==> config.mk <==
export PLATFORM = sky130hd
export DESIGN_NAME = layer_cmd_rx
export DESIGN_NICKNAME = d
export VERILOG_FILES = /design/src/rtl/layer_pkg.sv /design/src/rtl/layer_cmd_rx_wr.sv /design/src/rtl/layer_cmd_rx.sv
export SDC_FILE = /design/constraint.sdc
export NUM_CORES = 1
export LEC_CHECK = 0
export ABC_CLOCK_PERIOD_IN_PS = 1800
export CORE_ASPECT_RATIO = 1.5
export CORE_MARGIN = 3
export CORE_UTILIZATION = 25
export CTS_CLUSTER_SIZE = 24
export DETAILED_ROUTE_END_ITERATION = 10
export GPL_TIMING_DRIVEN = 1
export SLEW_MARGIN = 20
export SYNTH_ARGS = -nofsm -noshare
export SYNTH_HDL_FRONTEND = slang
export SYNTH_SLANG_ARGS = --single-unit
==> constraint.sdc <==
create_clock -name sclk -period 1.8 [get_ports sclk]
set_input_delay 0.27 -clock sclk [delete_from_list [all_inputs] [get_ports sclk]]
set_output_delay 0.27 -clock sclk [all_outputs]
set_load 0.02 [all_outputs]
==> src/rtl/layer_pkg.sv <==
// Shared constants for the layer command receiver: command codes, load type codes,
// the type-to-buffer-select table and the one-hot state encoding.
package layer_pkg;

    localparam logic [3:0] CMD_LOAD = 4'h1;
    localparam logic [3:0] CMD_READ = 4'h2;
    localparam logic [3:0] CMD_CONV = 4'h4;

    localparam logic [3:0] TYPE_BIAS    = 4'd2;
    localparam logic [3:0] TYPE_LEAKY   = 4'd3;
    localparam logic [3:0] TYPE_FEATURE = 4'd4;
    localparam logic [3:0] TYPE_WEIGHT  = 4'd5;

    // Load type owning each bit of buf_wr_sel: [0] bias, [1] leakyrelu, [2] weight, [3] feature
    localparam logic [3:0] SEL_TYPE [4] = '{TYPE_BIAS, TYPE_LEAKY, TYPE_WEIGHT, TYPE_FEATURE};

    localparam logic [4:0] S_IDLE = 5'h01;
    localparam logic [4:0] S_LOAD = 5'h02;
    localparam logic [4:0] S_CONV = 5'h04;
    localparam logic [4:0] S_READ = 5'h08;
    localparam logic [4:0] S_DONE = 5'h10;

    typedef enum logic [4:0] {
        ST_IDLE = S_IDLE,
        ST_LOAD = S_LOAD,
        ST_CONV = S_CONV,
        ST_READ = S_READ,
        ST_DONE = S_DONE
    } state_t;

endpackage

==> src/rtl/layer_cmd_rx_wr.sv <==
// Stream-to-buffer write stage: per-load beat counter with saturation, buffer select latch
// and registered write strobe. LAYER_CMD_RX_TKEEP_CHK_EN adds the sticky tkeep error flag.
module layer_cmd_rx_wr
    import layer_pkg::*;
#(
    parameter int ADDR_W = 12
) (
    input  logic              sclk,
    input  logic              s_rst_n,
    input  logic              load_start,
    input  logic [3:0]        load_type,
    input  logic              beat,
    input  logic [63:0]       beat_data,
`ifdef LAYER_CMD_RX_TKEEP_CHK_EN
    input  logic [7:0]        beat_keep,
    output logic              tkeep_err,
`endif
    output logic [63:0]       buf_wr_data,
    output logic              buf_wr_en,
    output logic [3:0]        buf_wr_sel,
    output logic [ADDR_W-1:0] buf_wr_addr,
    output logic              addr_ovf
);

    localparam logic [ADDR_W-1:0] CNT_MAX = '1;

    logic [3:0]        sel_next;
    logic [3:0]        sel_reg;
    logic [ADDR_W-1:0] cnt_reg;
    logic              sat_reg;
    logic [63:0]       data_reg;
    logic              en_reg;
    logic [ADDR_W-1:0] addr_reg;
    logic              ovf_reg;

    generate
        for (genvar gi = 0; gi < 4; gi++) begin : g_sel
            assign sel_next[gi] = (load_type == SEL_TYPE[gi]);
        end
    endgenerate

    // sat_reg marks that the last location was already written in this load
    always_ff @(posedge sclk or negedge s_rst_n) begin
        if (!s_rst_n) begin
            sel_reg  <= '0;
            cnt_reg  <= '0;
            sat_reg  <= 1'b0;
            data_reg <= '0;
            en_reg   <= 1'b0;
            addr_reg <= '0;
            ovf_reg  <= 1'b0;
        end else begin
            en_reg <= 1'b0;
            if (load_start) begin
                sel_reg  <= sel_next;
                cnt_reg  <= '0;
                sat_reg  <= 1'b0;
                addr_reg <= '0;
            end else if (beat) begin
                data_reg <= beat_data;
                addr_reg <= cnt_reg;
                en_reg   <= |sel_reg;
                if (sat_reg) begin
                    ovf_reg <= 1'b1;
                end
                if (cnt_reg == CNT_MAX) begin
                    sat_reg <= 1'b1;
                end else begin
                    cnt_reg <= cnt_reg + 1'b1;
                end
            end
        end
    end

`ifdef LAYER_CMD_RX_TKEEP_CHK_EN
    logic tkeep_err_reg;

    always_ff @(posedge sclk or negedge s_rst_n) begin
        if (!s_rst_n) begin
            tkeep_err_reg <= 1'b0;
        end else if (beat && (beat_keep != 8'hFF)) begin
            tkeep_err_reg <= 1'b1;
        end
    end

    assign tkeep_err = tkeep_err_reg;
`endif

    assign buf_wr_data = data_reg;
    assign buf_wr_en   = en_reg;
    assign buf_wr_sel  = sel_reg;
    assign buf_wr_addr = addr_reg;
    assign addr_ovf    = ovf_reg;

endmodule

==> src/rtl/layer_cmd_rx.sv <==
// Accelerator-side command receiver: decodes reg0 command edges, sequences load/conv/read
// phases and pulses task_finish. LAYER_CMD_RX_TKEEP_CHK_EN enables the tkeep_err output.
module layer_cmd_rx
    import layer_pkg::*;
#(
    parameter int ADDR_W = 12
) (
    input  logic              sclk,
    input  logic              s_rst_n,
    input  logic [31:0]       slave_lite_reg0,
    input  logic [63:0]       s_axis_tdata,
    input  logic [7:0]        s_axis_tkeep,
    input  logic              s_axis_tvalid,
    output logic              s_axis_tready,
    input  logic              s_axis_tlast,
    output logic [63:0]       buf_wr_data,
    output logic              buf_wr_en,
    output logic [3:0]        buf_wr_sel,
    output logic [ADDR_W-1:0] buf_wr_addr,
    output logic [23:0]       cmd_info,
    output logic              conv_start,
    input  logic              conv_done,
    output logic              rd_start,
    input  logic              rd_done,
    output logic              addr_ovf,
`ifdef LAYER_CMD_RX_TKEEP_CHK_EN
    output logic              tkeep_err,
`endif
    output logic              task_finish
);

    state_t      state_reg;
    state_t      state_next;
    logic [3:0]  nib_prev_reg;
    logic [23:0] cmd_info_reg;
    logic        conv_start_reg;
    logic        rd_start_reg;
    logic        conv_start_next;
    logic        rd_start_next;
    logic        load_start;
    logic        info_latch;
    logic [3:0]  cmd_nib;
    logic        cmd_edge;
    logic        beat;

    assign cmd_nib  = slave_lite_reg0[3:0];
    assign cmd_edge = (cmd_nib != 4'h0) && (nib_prev_reg == 4'h0);
    assign beat     = s_axis_tvalid && s_axis_tready;

    always_comb begin
        state_next      = state_reg;
        load_start      = 1'b0;
        conv_start_next = 1'b0;
        rd_start_next   = 1'b0;
        info_latch      = 1'b0;
        case (state_reg)
            ST_IDLE: begin
                if (cmd_edge) begin
                    case (cmd_nib)
                        CMD_LOAD: begin
                            state_next = ST_LOAD;
                            load_start = 1'b1;
                            info_latch = 1'b1;
                        end
                        CMD_CONV: begin
                            state_next      = ST_CONV;
                            conv_start_next = 1'b1;
                            info_latch      = 1'b1;
                        end
                        CMD_READ: begin
                            state_next    = ST_READ;
                            rd_start_next = 1'b1;
                            info_latch    = 1'b1;
                        end
                        default: ;
                    endcase
                end
            end
            ST_LOAD: if (beat && s_axis_tlast) state_next = ST_DONE;
            ST_CONV: if (conv_done) state_next = ST_DONE;
            ST_READ: if (rd_done) state_next = ST_DONE;
            ST_DONE: state_next = ST_IDLE;
            default: state_next = ST_IDLE;
        endcase
    end

    // The previous nibble is tracked in every state so a level held across a phase never re-fires
    always_ff @(posedge sclk or negedge s_rst_n) begin
        if (!s_rst_n) begin
            state_reg      <= ST_IDLE;
            nib_prev_reg   <= '0;
            cmd_info_reg   <= '0;
            conv_start_reg <= 1'b0;
            rd_start_reg   <= 1'b0;
        end else begin
            state_reg      <= state_next;
            nib_prev_reg   <= cmd_nib;
            conv_start_reg <= conv_start_next;
            rd_start_reg   <= rd_start_next;
            if (info_latch) begin
                cmd_info_reg <= slave_lite_reg0[31:8];
            end
        end
    end

    layer_cmd_rx_wr #(
        .ADDR_W (ADDR_W)
    ) u_wr (
        .sclk        (sclk),
        .s_rst_n     (s_rst_n),
        .load_start  (load_start),
        .load_type   (slave_lite_reg0[7:4]),
        .beat        (beat),
        .beat_data   (s_axis_tdata),
`ifdef LAYER_CMD_RX_TKEEP_CHK_EN
        .beat_keep   (s_axis_tkeep),
        .tkeep_err   (tkeep_err),
`endif
        .buf_wr_data (buf_wr_data),
        .buf_wr_en   (buf_wr_en),
        .buf_wr_sel  (buf_wr_sel),
        .buf_wr_addr (buf_wr_addr),
        .addr_ovf    (addr_ovf)
    );

`ifndef LAYER_CMD_RX_TKEEP_CHK_EN
    logic unused_tkeep;
    assign unused_tkeep = ^s_axis_tkeep;
`endif

    assign s_axis_tready = (state_reg == ST_LOAD);
    assign task_finish   = (state_reg == ST_DONE);
    assign cmd_info      = cmd_info_reg;
    assign conv_start    = conv_start_reg;
    assign rd_start      = rd_start_reg;

endmodule

==> qor.yml <==
yosys.area.top_type_share: 0.614
crit_family: "simple AND/OR/NAND/NOR gates"
synth-edff-count: 0
yosys-top-cells-area: "dfrtp_1 (61%), nand2_1 (16%), mux2_1 (3.9%)"
internal_power_mw: 5.75
skew_ns: 0.0113
die_height_microns: 184
cp-end-kind: "flip-flop"
setup_tns_ns: 0
viasPerCell: 4.33
place_congestion: 0.743
r2r_cells: 6
fmax_ghz: 0.558
combPwrFrac: 0.136
startpoint_type: "flip-flop"
die_w_microns: 124
rsz0062_at_grt: "yes"
slowest_stage: "dfrtp_1"
fin_crit_ns: 1.79
worst_ep_arrival_time_ns: 2.09
core_area_sq_um: 20500
path_cells: "nor4_4 > nand3_2 > nor3_4 > buf_4 > clkbuf_16 > mux2_2"
grt-ovfl-total: 0
drt-initial-drc-count: 153
worstMarginPinSlew_ns: 0.476
async_reset_ff_frac: 1.00
whs_ns: 0.286
layout_commonest_cell: "nand2_1"
path_buf_inv: 2
clk_pin_slew_ns: 0.06
synth_ff_type: "dfrtp_1"
dpl.hpwl_mm: 10.9
start_util: 0.257
power.total_mw: 7.60
power.switching_mw: 1.85
cts_tree: "built"
fill_cells: 2029
pwr-share-clk: 0.449
ys_ff_latch: 130
cellLeakagePower_nw: 4.13
cts_buffer_depth: 2
p_seq_frac: 0.415
syn_avg_cell_area_sq_um: 10.2
setup_viol: 0
antenna_found_initial: 0
die-area_sq_um: 22900
clock_latency_ns: 0.41
mostFrequentLayoutCells: "nand2_1 (223), clkdlybuf4s50_1 (208), dfrtp_1 (128), buf_4 (38), clkbuf_16 (19)"
vdd_drop_max_uv: 508
path_class: "flip-flop to flip-flop"
cpPeakStageDelay_ns: 0.39
drive_above_1_share: 0.159
area_delta_synth_final_pct: 67.0
nets: 884
syn_area_sq_um: 5260
row_count: 64
status: "complete, no violations"
crit_fanout: 8
drc: 0
post_layout_nonfiller_instances: 1050
switching_share: 0.243
final-hold-violation-count: 0
antenna_left: 0
ys_seq_area_frac: 0.619
maxCapViolCount: 0
antennaDiodeCount: 0
crit_required_ns: 2.09
cts_sinks: 130
p_per_area_nw_per_um2: 865
grt_pass1_vias: 4528
dr_total_vias: 4550
synth_cell_types: 46
wirelength_mm: 15.2
yosys_warnings: 0
slew_violations: 0
grt_max_degree: 59
numCtsBuffers: 17
post-route-period-util: 0.995
grt_first_pass_wirelength_mm: 24.0
crit_cells: 6
port_buffers: 211
largest_reg_flops: 64
syn_nets: 628
numPlacedInstances: 1012
hp-class: "input port to async pin"
clock-root-buffer: "clkbuf_16"
io_pins: 220
wl_per_cell_microns: 14.4
syn_inst: 517
gr-usage-all-layers: 0.130
h-tree-depth: 4
yosysTopAreaCell: "dfrtp_1"
dr.pass1.iters: 4
slew_headroom: 0.679
[routing by layer]
layer | GRT usage | vias up | routed length, microns
met3 | 0.0320 | 15 | 550
li1 | - | 2227 | -
met2 | 0.239 | 117 | 8250
met4 | 0.0448 | 0 | 249
met5 | 0 | - | 0
met1 | 0.147 | 2191 | 6110
[worst reg2reg max path, delay by kind of cell (launching register included)]
family | cells | cell delay (ns)
simple gates | 3 | 0.67
flops | 1 | 0.39
mux | 1 | 0.33
buf+inv | 2 | 0.31
[cell usage after synthesis, types with 3 or more instances]
master / n
and4_1: 3
nor2_1: 6
clkbuf_1: 18
mux2_1: 18
and2_1: 4
o31ai_1: 7
nor4_1: 5
nand2b_1: 3
dfrtp_1: 129
o21ai_0: 8
nand2_1: 224
nand3_1: 17
a21oi_1: 11
buf_2: 4
nand3b_1: 3
or2_2: 3
and3_1: 3
or4_1: 7
mux2_2: 6
nand4_1: 6
[timing repair]
item | CTS | global route
hold buffers | 1 | 0
gates resized for setup | 12 | 25
hold endpoints to repair | 21 | 0
cloned | 0 | 2
pin swaps | 0 | 4
buffers inserted | 0 | 3
setup endpoints to repair | 2 | 29
[metrics by stage]
step                      setup WS [ns]  cell area (sq um)   util
after detailed placement         -0.275               8020  0.391
after floorplan                 -0.0334               5280      -
after CTS                       0.00568               8620  0.420
after global routing             -0.100               8780  0.428
final                           0.00815               8780  0.428
after global placement           -0.272               8020  0.391
[cell families (layout without fill, tap and decap cells)]
| family | count (synthesis) | count (layout) | synth area share |
|---|---|---|---|
| DFF | 130 | 130 | 0.619 |
| muxes | 25 | 25 | 0.0533 |
| adders and majority gates | 1 | 1 | 0.00238 |
| and+or+nand+nor | 301 | 301 | 0.261 |
| xor gates and xnor gates | 1 | 1 | 0.00167 |
| AOI/OAI and AO/OA | 34 | 34 | 0.0412 |
| buffers and inverters | 25 | 294 | 0.0216 |
[power by group through the flow]
stage	clock network, mW	logic [mW]	registers (mW)
global route	3.65	1.10	3.17
detailed placement	0	0.980	3.20
global placement	0	0.973	3.20
floorplan	0	0.134	3.39
finish	3.41	1.04	3.15
CTS	3.52	0.985	3.15
[layout make-up]
class / instances / area (sq um) / share of cell area
Tap cell: 264 / 330 / 0.0376
Timing Repair Buffer: 261 / 2610 / 0.297
Inverter: 1 / 3.75 / 0.000427
Clock inverter: 14 / 158 / 0.0180
Multi-Input combinational cell: 362 / 1990 / 0.227
Clock buffer: 18 / 429 / 0.0489
Sequential cell: 130 / 3260 / 0.371
[final timing paths]
kind                                         to  slack (ns)             start
max                                 cmd_info[2]       0.008   nib_prev_reg[3]
min                                cmd_info[23]        0.29           s_rst_n
max reg2reg                         cmd_info[2]       0.008   nib_prev_reg[3]
min reg2reg                       u_wr.addr_ovf        0.46     u_wr.addr_ovf
max in group asynchronous   u_wr.buf_wr_data[4]        0.90           s_rst_n
min in group sclk          u_wr.buf_wr_data[18]        0.38  s_axis_tdata[18]
Note: power is estimated with default switching activity, not from simulation.
